<file path="config.mk">
export PLATFORM = sky130hd
export DESIGN_NAME = l2_snoop_responder
export DESIGN_NICKNAME = d
export VERILOG_FILES = /design/src/rtl/l2_snoop_responder.sv
export SDC_FILE = /design/constraint.sdc
export NUM_CORES = 1
export LEC_CHECK = 0
export ABC_AREA = 0
export CORE_UTILIZATION = 50
export DETAILED_ROUTE_END_ITERATION = 8
export PLACE_DENSITY = 0.84
export SYNTH_ARGS = -nofsm -noshare
export SYNTH_HDL_FRONTEND = slang
export SYNTH_SLANG_ARGS = --single-unit
</file>
<file path="constraint.sdc">
create_clock -name clk -period 2 [get_ports clk]
set_input_delay 0.5 -clock clk [delete_from_list [all_inputs] [get_ports clk]]
set_output_delay 0.5 -clock clk [all_outputs]
set_load 0.05 [all_outputs]
</file>
<file path="src/rtl/l2_snoop_responder.sv">
// -----------------------------------------------------------------------------
// l2_snoop_responder
//   Responder side of the shared-bus snoop protocol. Bus operations issued by
//   other caches are queued in a small FIFO. Each one is looked up in the local
//   L2 tag/MESI array, and the snoop result (HIT / HITM / NOHIT) is driven.
//   On HITM the dirty line is flushed. The matching snoop message is then posted
//   to the local MESI FSM.
//
//   Optional build macro: SNOOP_STATS_EN adds saturating result counters
//   (cnt_hit_o, cnt_hitm_o, cnt_nohit_o) and the CNT_W parameter.
//
// Ports
//   clk, rstb          clock, asynchronous active-low reset
//   snp_valid_i/op_i/addr_i/own_i   incoming bus operation
//   snp_ready_o        FIFO not full (registered)
//   lu_req_o/lu_addr_o, lu_ack_i/lu_hit_i/lu_state_i   tag lookup handshake
//   snp_res_valid_o/snp_res_o       one-cycle snoop result strobe
//   flush_req_o/flush_addr_o, flush_done_i             dirty-line write-back
//   nmsg_valid_o/nmsg_o             one-cycle message strobe to the MESI FSM
// -----------------------------------------------------------------------------
module l2_snoop_responder #(
    parameter int ADDR_W = 32,
    parameter int DEPTH  = 4
`ifdef SNOOP_STATS_EN
    ,
    parameter int CNT_W  = 16
`endif
) (
    input  logic              clk,
    input  logic              rstb,
    input  logic              snp_valid_i,
    input  logic [2:0]        snp_op_i,
    input  logic [ADDR_W-1:0] snp_addr_i,
    input  logic              snp_own_i,
    output logic              snp_ready_o,
    output logic              lu_req_o,
    output logic [ADDR_W-1:0] lu_addr_o,
    input  logic              lu_ack_i,
    input  logic              lu_hit_i,
    input  logic [1:0]        lu_state_i,
    output logic              snp_res_valid_o,
    output logic [1:0]        snp_res_o,
    output logic              flush_req_o,
    output logic [ADDR_W-1:0] flush_addr_o,
    input  logic              flush_done_i,
    output logic              nmsg_valid_o,
    output logic [1:0]        nmsg_o
`ifdef SNOOP_STATS_EN
    ,
    output logic [CNT_W-1:0]  cnt_hit_o,
    output logic [CNT_W-1:0]  cnt_hitm_o,
    output logic [CNT_W-1:0]  cnt_nohit_o
`endif
);

    localparam int PTR_W = $clog2(DEPTH);

    localparam logic [2:0] OP_READ  = 3'd1;
    localparam logic [2:0] OP_WRITE = 3'd2;
    localparam logic [2:0] OP_INV   = 3'd3;
    localparam logic [2:0] OP_RWIM  = 3'd4;

    localparam logic [1:0] RES_HIT   = 2'b00;
    localparam logic [1:0] RES_HITM  = 2'b01;
    localparam logic [1:0] RES_NOHIT = 2'b10;

    localparam logic [1:0] MSG_NONE = 2'd0;
    localparam logic [1:0] MSG_RD   = 2'd1;
    localparam logic [1:0] MSG_RDM  = 2'd2;
    localparam logic [1:0] MSG_INV  = 2'd3;

    localparam logic [1:0] MESI_I = 2'd0;
    localparam logic [1:0] MESI_M = 2'd3;

    typedef enum logic [2:0] {
        ST_IDLE   = 3'd0,
        ST_LOOKUP = 3'd1,
        ST_RESP   = 3'd2,
        ST_FLUSH  = 3'd3,
        ST_NOTIFY = 3'd4
    } state_t;

    // Result/message table; returns {snp_res, nmsg}. A tag hit in state I is a miss.
    function automatic logic [3:0] resolve(input logic [2:0] op,
                                           input logic       hit,
                                           input logic [1:0] st);
        logic [1:0] res;
        logic [1:0] msg;
        res = RES_NOHIT;
        msg = MSG_NONE;
        if (hit && (st != MESI_I)) begin
            case (op)
                OP_READ: begin
                    res = (st == MESI_M) ? RES_HITM : RES_HIT;
                    msg = MSG_RD;
                end
                OP_RWIM: begin
                    res = (st == MESI_M) ? RES_HITM : RES_NOHIT;
                    msg = MSG_RDM;
                end
                OP_INV: begin
                    res = RES_NOHIT;
                    msg = MSG_INV;
                end
                OP_WRITE: begin
                    res = RES_NOHIT;
                    msg = MSG_NONE;
                end
                default: begin
                    res = RES_NOHIT;
                    msg = MSG_NONE;
                end
            endcase
        end
        return {res, msg};
    endfunction

    // FIFO storage and pointers (PTR_W+1 bits so full/empty differ in the MSB)
    logic [2:0]        fifo_op_q   [DEPTH];
    logic [ADDR_W-1:0] fifo_addr_q [DEPTH];
    logic [PTR_W:0]    wr_ptr_q, wr_ptr_d;
    logic [PTR_W:0]    rd_ptr_q, rd_ptr_d;
    logic              snp_ready_q;
    logic              op_legal_s, push_s, pop_s, empty_s, full_d;

    // FSM state, working entry and registered outputs
    state_t            state_q;
    logic [2:0]        work_op_q;
    logic [1:0]        msg_q;
    logic              lu_req_q;
    logic [ADDR_W-1:0] lu_addr_q;
    logic              snp_res_valid_q;
    logic [1:0]        snp_res_q;
    logic              flush_req_q;
    logic [ADDR_W-1:0] flush_addr_q;
    logic              nmsg_valid_q;
    logic [1:0]        nmsg_q;
    logic [3:0]        resolved_s;

    // FIFO control: push/pop decode, next pointers, next-cycle full flag
    always_comb begin
        // Codes 5..7 are not defined bus ops and are dropped like NULL.
        op_legal_s = (snp_op_i >= OP_READ) && (snp_op_i <= OP_RWIM);
        push_s     = snp_valid_i & snp_ready_q & ~snp_own_i & op_legal_s;
        empty_s    = (wr_ptr_q == rd_ptr_q);
        pop_s      = (state_q == ST_IDLE) & ~empty_s;
        if (push_s) begin
            wr_ptr_d = wr_ptr_q + 1'b1;
        end else begin
            wr_ptr_d = wr_ptr_q;
        end
        if (pop_s) begin
            rd_ptr_d = rd_ptr_q + 1'b1;
        end else begin
            rd_ptr_d = rd_ptr_q;
        end
        full_d = (wr_ptr_d[PTR_W] != rd_ptr_d[PTR_W]) &&
                 (wr_ptr_d[PTR_W-1:0] == rd_ptr_d[PTR_W-1:0]);
        resolved_s = resolve(work_op_q, lu_hit_i, lu_state_i);
    end

    // FIFO storage, pointers and registered ready
    always_ff @(posedge clk or negedge rstb) begin
        if (!rstb) begin
            wr_ptr_q    <= '0;
            rd_ptr_q    <= '0;
            snp_ready_q <= 1'b1;
            for (int i = 0; i < DEPTH; i++) begin
                fifo_op_q[i]   <= 3'd0;
                fifo_addr_q[i] <= '0;
            end
        end else begin
            if (push_s) begin
                fifo_op_q[wr_ptr_q[PTR_W-1:0]]   <= snp_op_i;
                fifo_addr_q[wr_ptr_q[PTR_W-1:0]] <= snp_addr_i;
            end
            wr_ptr_q    <= wr_ptr_d;
            rd_ptr_q    <= rd_ptr_d;
            snp_ready_q <= ~full_d;
        end
    end

    // Snoop sequencer: IDLE -> LOOKUP -> RESP -> [FLUSH] -> [NOTIFY] -> IDLE
    always_ff @(posedge clk or negedge rstb) begin
        if (!rstb) begin
            state_q         <= ST_IDLE;
            work_op_q       <= 3'd0;
            msg_q           <= MSG_NONE;
            lu_req_q        <= 1'b0;
            lu_addr_q       <= '0;
            snp_res_valid_q <= 1'b0;
            snp_res_q       <= RES_NOHIT;
            flush_req_q     <= 1'b0;
            flush_addr_q    <= '0;
            nmsg_valid_q    <= 1'b0;
            nmsg_q          <= MSG_NONE;
        end else begin
            snp_res_valid_q <= 1'b0;
            nmsg_valid_q    <= 1'b0;
            nmsg_q          <= MSG_NONE;
            case (state_q)
                ST_IDLE: begin
                    if (pop_s) begin
                        work_op_q <= fifo_op_q[rd_ptr_q[PTR_W-1:0]];
                        lu_addr_q <= fifo_addr_q[rd_ptr_q[PTR_W-1:0]];
                        lu_req_q  <= 1'b1;
                        state_q   <= ST_LOOKUP;
                    end
                end
                ST_LOOKUP: begin
                    // Result is registered straight off the ack so it is
                    // visible during RESP.
                    if (lu_ack_i) begin
                        lu_req_q        <= 1'b0;
                        snp_res_valid_q <= 1'b1;
                        snp_res_q       <= resolved_s[3:2];
                        msg_q           <= resolved_s[1:0];
                        state_q         <= ST_RESP;
                    end
                end
                ST_RESP: begin
                    if (snp_res_q == RES_HITM) begin
                        flush_req_q  <= 1'b1;
                        flush_addr_q <= lu_addr_q;
                        state_q      <= ST_FLUSH;
                    end else if (msg_q != MSG_NONE) begin
                        nmsg_valid_q <= 1'b1;
                        nmsg_q       <= msg_q;
                        state_q      <= ST_NOTIFY;
                    end else begin
                        state_q <= ST_IDLE;
                    end
                end
                ST_FLUSH: begin
                    if (flush_done_i) begin
                        flush_req_q  <= 1'b0;
                        nmsg_valid_q <= 1'b1;
                        nmsg_q       <= msg_q;
                        state_q      <= ST_NOTIFY;
                    end
                end
                ST_NOTIFY: begin
                    state_q <= ST_IDLE;
                end
                default: begin
                    lu_req_q    <= 1'b0;
                    flush_req_q <= 1'b0;
                    state_q     <= ST_IDLE;
                end
            endcase
        end
    end

    assign snp_ready_o     = snp_ready_q;
    assign lu_req_o        = lu_req_q;
    assign lu_addr_o       = lu_addr_q;
    assign snp_res_valid_o = snp_res_valid_q;
    assign snp_res_o       = snp_res_q;
    assign flush_req_o     = flush_req_q;
    assign flush_addr_o    = flush_addr_q;
    assign nmsg_valid_o    = nmsg_valid_q;
    assign nmsg_o          = nmsg_q;

`ifdef SNOOP_STATS_EN
    logic [CNT_W-1:0] cnt_hit_q, cnt_hitm_q, cnt_nohit_q;

    // Saturating per-result counters, updated on each result strobe
    always_ff @(posedge clk or negedge rstb) begin
        if (!rstb) begin
            cnt_hit_q   <= '0;
            cnt_hitm_q  <= '0;
            cnt_nohit_q <= '0;
        end else if (snp_res_valid_q) begin
            case (snp_res_q)
                RES_HIT: begin
                    if (cnt_hit_q != {CNT_W{1'b1}}) cnt_hit_q <= cnt_hit_q + 1'b1;
                end
                RES_HITM: begin
                    if (cnt_hitm_q != {CNT_W{1'b1}}) cnt_hitm_q <= cnt_hitm_q + 1'b1;
                end
                RES_NOHIT: begin
                    if (cnt_nohit_q != {CNT_W{1'b1}}) cnt_nohit_q <= cnt_nohit_q + 1'b1;
                end
                default: begin
                    cnt_hit_q <= cnt_hit_q;
                end
            endcase
        end
    end

    assign cnt_hit_o   = cnt_hit_q;
    assign cnt_hitm_o  = cnt_hitm_q;
    assign cnt_nohit_o = cnt_nohit_q;
`endif

endmodule

</file>
==> results.py <==
metrics = {
    "run_status": {
        "status": "finished clean",
    },
    "critical_path": {
        "critPathArrivalTime_ps": 2340,
        "critPathKind": "primary input to flop",
        "end_kind": "flop",
        "r2r-start": "state_q[2]",
        "startpoint": "snp_op_i[2]",
        "cp_max_fo": 19,
        "rr_worst_depth": 7,
        "crit_path_start_kind": "primary input",
        "required_ps": 2380,
    },
    "final_layout": {
        "fin_nets": 780,
        "diodes": 0,
        "drive_above_1_share_pct": 47.9,
        "syn2layout_area_growth_pct": 23.9,
        "n_fill_cell": 1344,
    },
    "worst_hold_path": {
        "min_path_cells": 1,
        "min_from": "flush_addr_o[25]",
        "hp-class": "flop to flop",
    },
    "synth": {
        "synth_edf_count": 0,
        "ys.flop_type": "dfrtp_1",
        "yosysTopAreaCellShare_pct": 58.6,
        "synthArstFlopShare_pct": 100,
        "synthTopCellsByCount": "dfrtp_1 (225), mux2_2 (198), mux4_2 (35)",
        "syn_avg_cell_area_um2": 16.5,
        "synth_area_um2": 9610,
        "ys_seq_elements": 227,
        "synth.most_common_cell": "dfrtp_1",
        "synthCells": 582,
        "yosysWarnings": 0,
        "syn-num-nets": 631,
        "synthDistinctLibCells": 38,
        "synth_area_leader_cell": "dfrtp_1",
        "ys_seq_area_share_pct": 59.1,
        "synthTopCellsByArea": "dfrtp_1 (59%), mux2_2 (23%), mux4_2 (8.2%), buf_6 (1.6%), mux2_1 (0.94%)",
    },
    "detailed_routing": {
        "drtIter0Drc": 250,
        "routed_wl_um": 19900,
        "wl_per_cell_um": 20.4,
        "dr_total_vias": 5453,
        "drtPass1Iterations": 4,
        "ant_nets": 0,
        "drc": 0,
        "via_per_inst": 5.56,
    },
    "power": {
        "cellPowerDensity_nw_per_um2": 1670,
        "p_leak_nw": 5.59,
        "peakVddDrop_v": 0.00101,
    },
    "cts": {
        "clock_latency_ps": 500,
        "clock_tree.buffer_depth": 3,
        "cts_made_buffers": 24,
        "tritoncts": "built",
        "clk_pin_slew_ps": 60,
        "clock_sinks": 227,
        "htreeDepth": 1,
        "root_buffer": "clkbuf_16",
    },
    "floorplan": {
        "die_area_um2": 19800,
        "fp-row-count": 50,
        "initial_core_util_pct": 51.2,
        "coreArea_um2": 18800,
        "die_w_um": 141,
        "io_pins": 117,
        "die_h_um": 141,
    },
    "sta": {
        "fin_tns_setup_ps": 0,
        "setup_ws_ps": 44.3,
        "period_minus_slack_ps": 1960,
        "fmax_mhz": 511,
        "slew_headroom_pct": 65.3,
        "drv_slew": 0,
        "skew_ps": 7.32,
        "hold_viol_final": 0,
        "fin_crit_sh_pct": 97.8,
        "hold_slack_ps": 484,
        "tightest_slew_ps": 522,
        "rsz0062_at_grt": "no",
        "setup_viol": 0,
    },
    "global_routing": {
        "grt_pass1_vias": 6171,
        "antenna_found_initial": 0,
        "grt_pass1_wl_um": 33000,
        "grt_max_degree": 54,
        "grt_util_all_layers_pct": 21.3,
        "overflow": 0,
    },
    "place": {
        "dp_hpwl_um": 13400,
        "place_congestion": 0.858,
        "placement.io_buffers": 116,
        "pre_cts_ws_ps": -506,
    },
    "run": {
        "maxCapViolations": 0,
    },
}
==> what timing repair did <==
item / in CTS / in global routing
pin swaps: 0 / 1
hold buffers: 1 / 0
endpoints found under the hold margin: 47 / 0
buffers inserted: 0 / 1
gates resized for setup: 36 / 2
setup endpoints to repair: 36 / 70
==> worst max-delay path: stages <==
cell and delay (ps):
clkdlybuf4s50_1 490, or3_1 390, and3_2 280, nand2_4 130, buf_12 180, mux2_2 360
==> power by group <==
| part | internal, W | total [W] | switching [W] |
|---|---|---|---|
| logic | 0.00402 | 0.00791 | 0.00389 |
| clock network | 0.00258 | 0.00431 | 0.00173 |
| registers | 0.00655 | 0.00770 | 0.00116 |
| total | 0.0131 | 0.0199 | 0.00679 |
==> metal layers <==
| layer | GRT usage, % | up-vias | wire, um |
|---|---|---|---|
| met1 | 26.6 | 2867 | 8270 |
| met2 | 38.0 | 120 | 10500 |
| met3 | 3.60 | 33 | 765 |
| met5 | 0 | - | 0 |
| met4 | 6.01 | 0 | 435 |
| li1 | - | 2433 | - |
==> flip-flops by register name, indices dropped and copies added (netlist names) <==
register and cells:
work_op_q 3, rd_ptr_q 3, flush_req_o 1, wr_ptr_q 3, snp_res_o 2, snp_res_valid_o 1, msg_q 2, fifo_op_q 12
nmsg_valid_o 1, flush_addr_o 32, nmsg_o 2, snp_ready_o 1, state_q 3, lu_addr_o 32, fifo_addr_q 128, lu_req_o 1
==> final cells by class <==
| class | count | area (um2) | share of cell area, % |
|---|---|---|---|
| inverters | 5 | 18.8 | 0.158 |
| well taps | 234 | 293 | 2.46 |
| clock buffers | 32 | 662 | 5.56 |
| flip-flops and latches | 227 | 5690 | 47.8 |
| clock inverters | 9 | 104 | 0.873 |
| multi-input cells | 320 | 3680 | 30.9 |
| repair buffers | 153 | 1460 | 12.3 |
==> placed cells by master (no fill, tap or decap), drive strengths merged, types with 6 or more instances in the layout <==
cell           netlist  layout
dfrtp              225     225
mux2               208     208
buf                 26      74
clkdlybuf4s50        0      42
dlygate4sd2          0      36
mux4                35      35
clkbuf               4      32
o21ai                9       9
nor2                 9       9
nand2                9       9
a21oi                7       7
inv                  5       6
==> final timing paths <==
kind,to,slack (ps)
min in group asynchronous,lu_addr_o[16],510
min reg2reg,flush_addr_o[25],480
max,fifo_addr_q[70],40
max in group asynchronous,snp_ready_o,830
max reg2reg,snp_ready_o,80
min,flush_addr_o[25],480
==> per-stage QoR <==
step                      area [um2]  std cells  util, %  power, W
final                          11900        980     63.4    0.0199
after global routing           11900        980     63.4    0.0210
after CTS                      11900        979     63.3    0.0201
after floorplan                 9610        582        -    0.0133
after detailed placement       11200        937     59.4    0.0157
after global placement         11200        937     59.4    0.0152
==> cell families (layout without fill, tap and decap cells) <==
logic type / Yosys count / count (layout) / share of synthesized area (%)
simple gates: 37 / 37 / 2.28
fa+ha+maj: 5 / 5 / 0.651
flops: 227 / 227 / 59.1
buf+inv: 35 / 199 / 2.67
xor+xnor: 10 / 10 / 0.990
compound gates: 25 / 25 / 1.61
mux: 243 / 243 / 32.7
(Power assumes the default switching activity.)
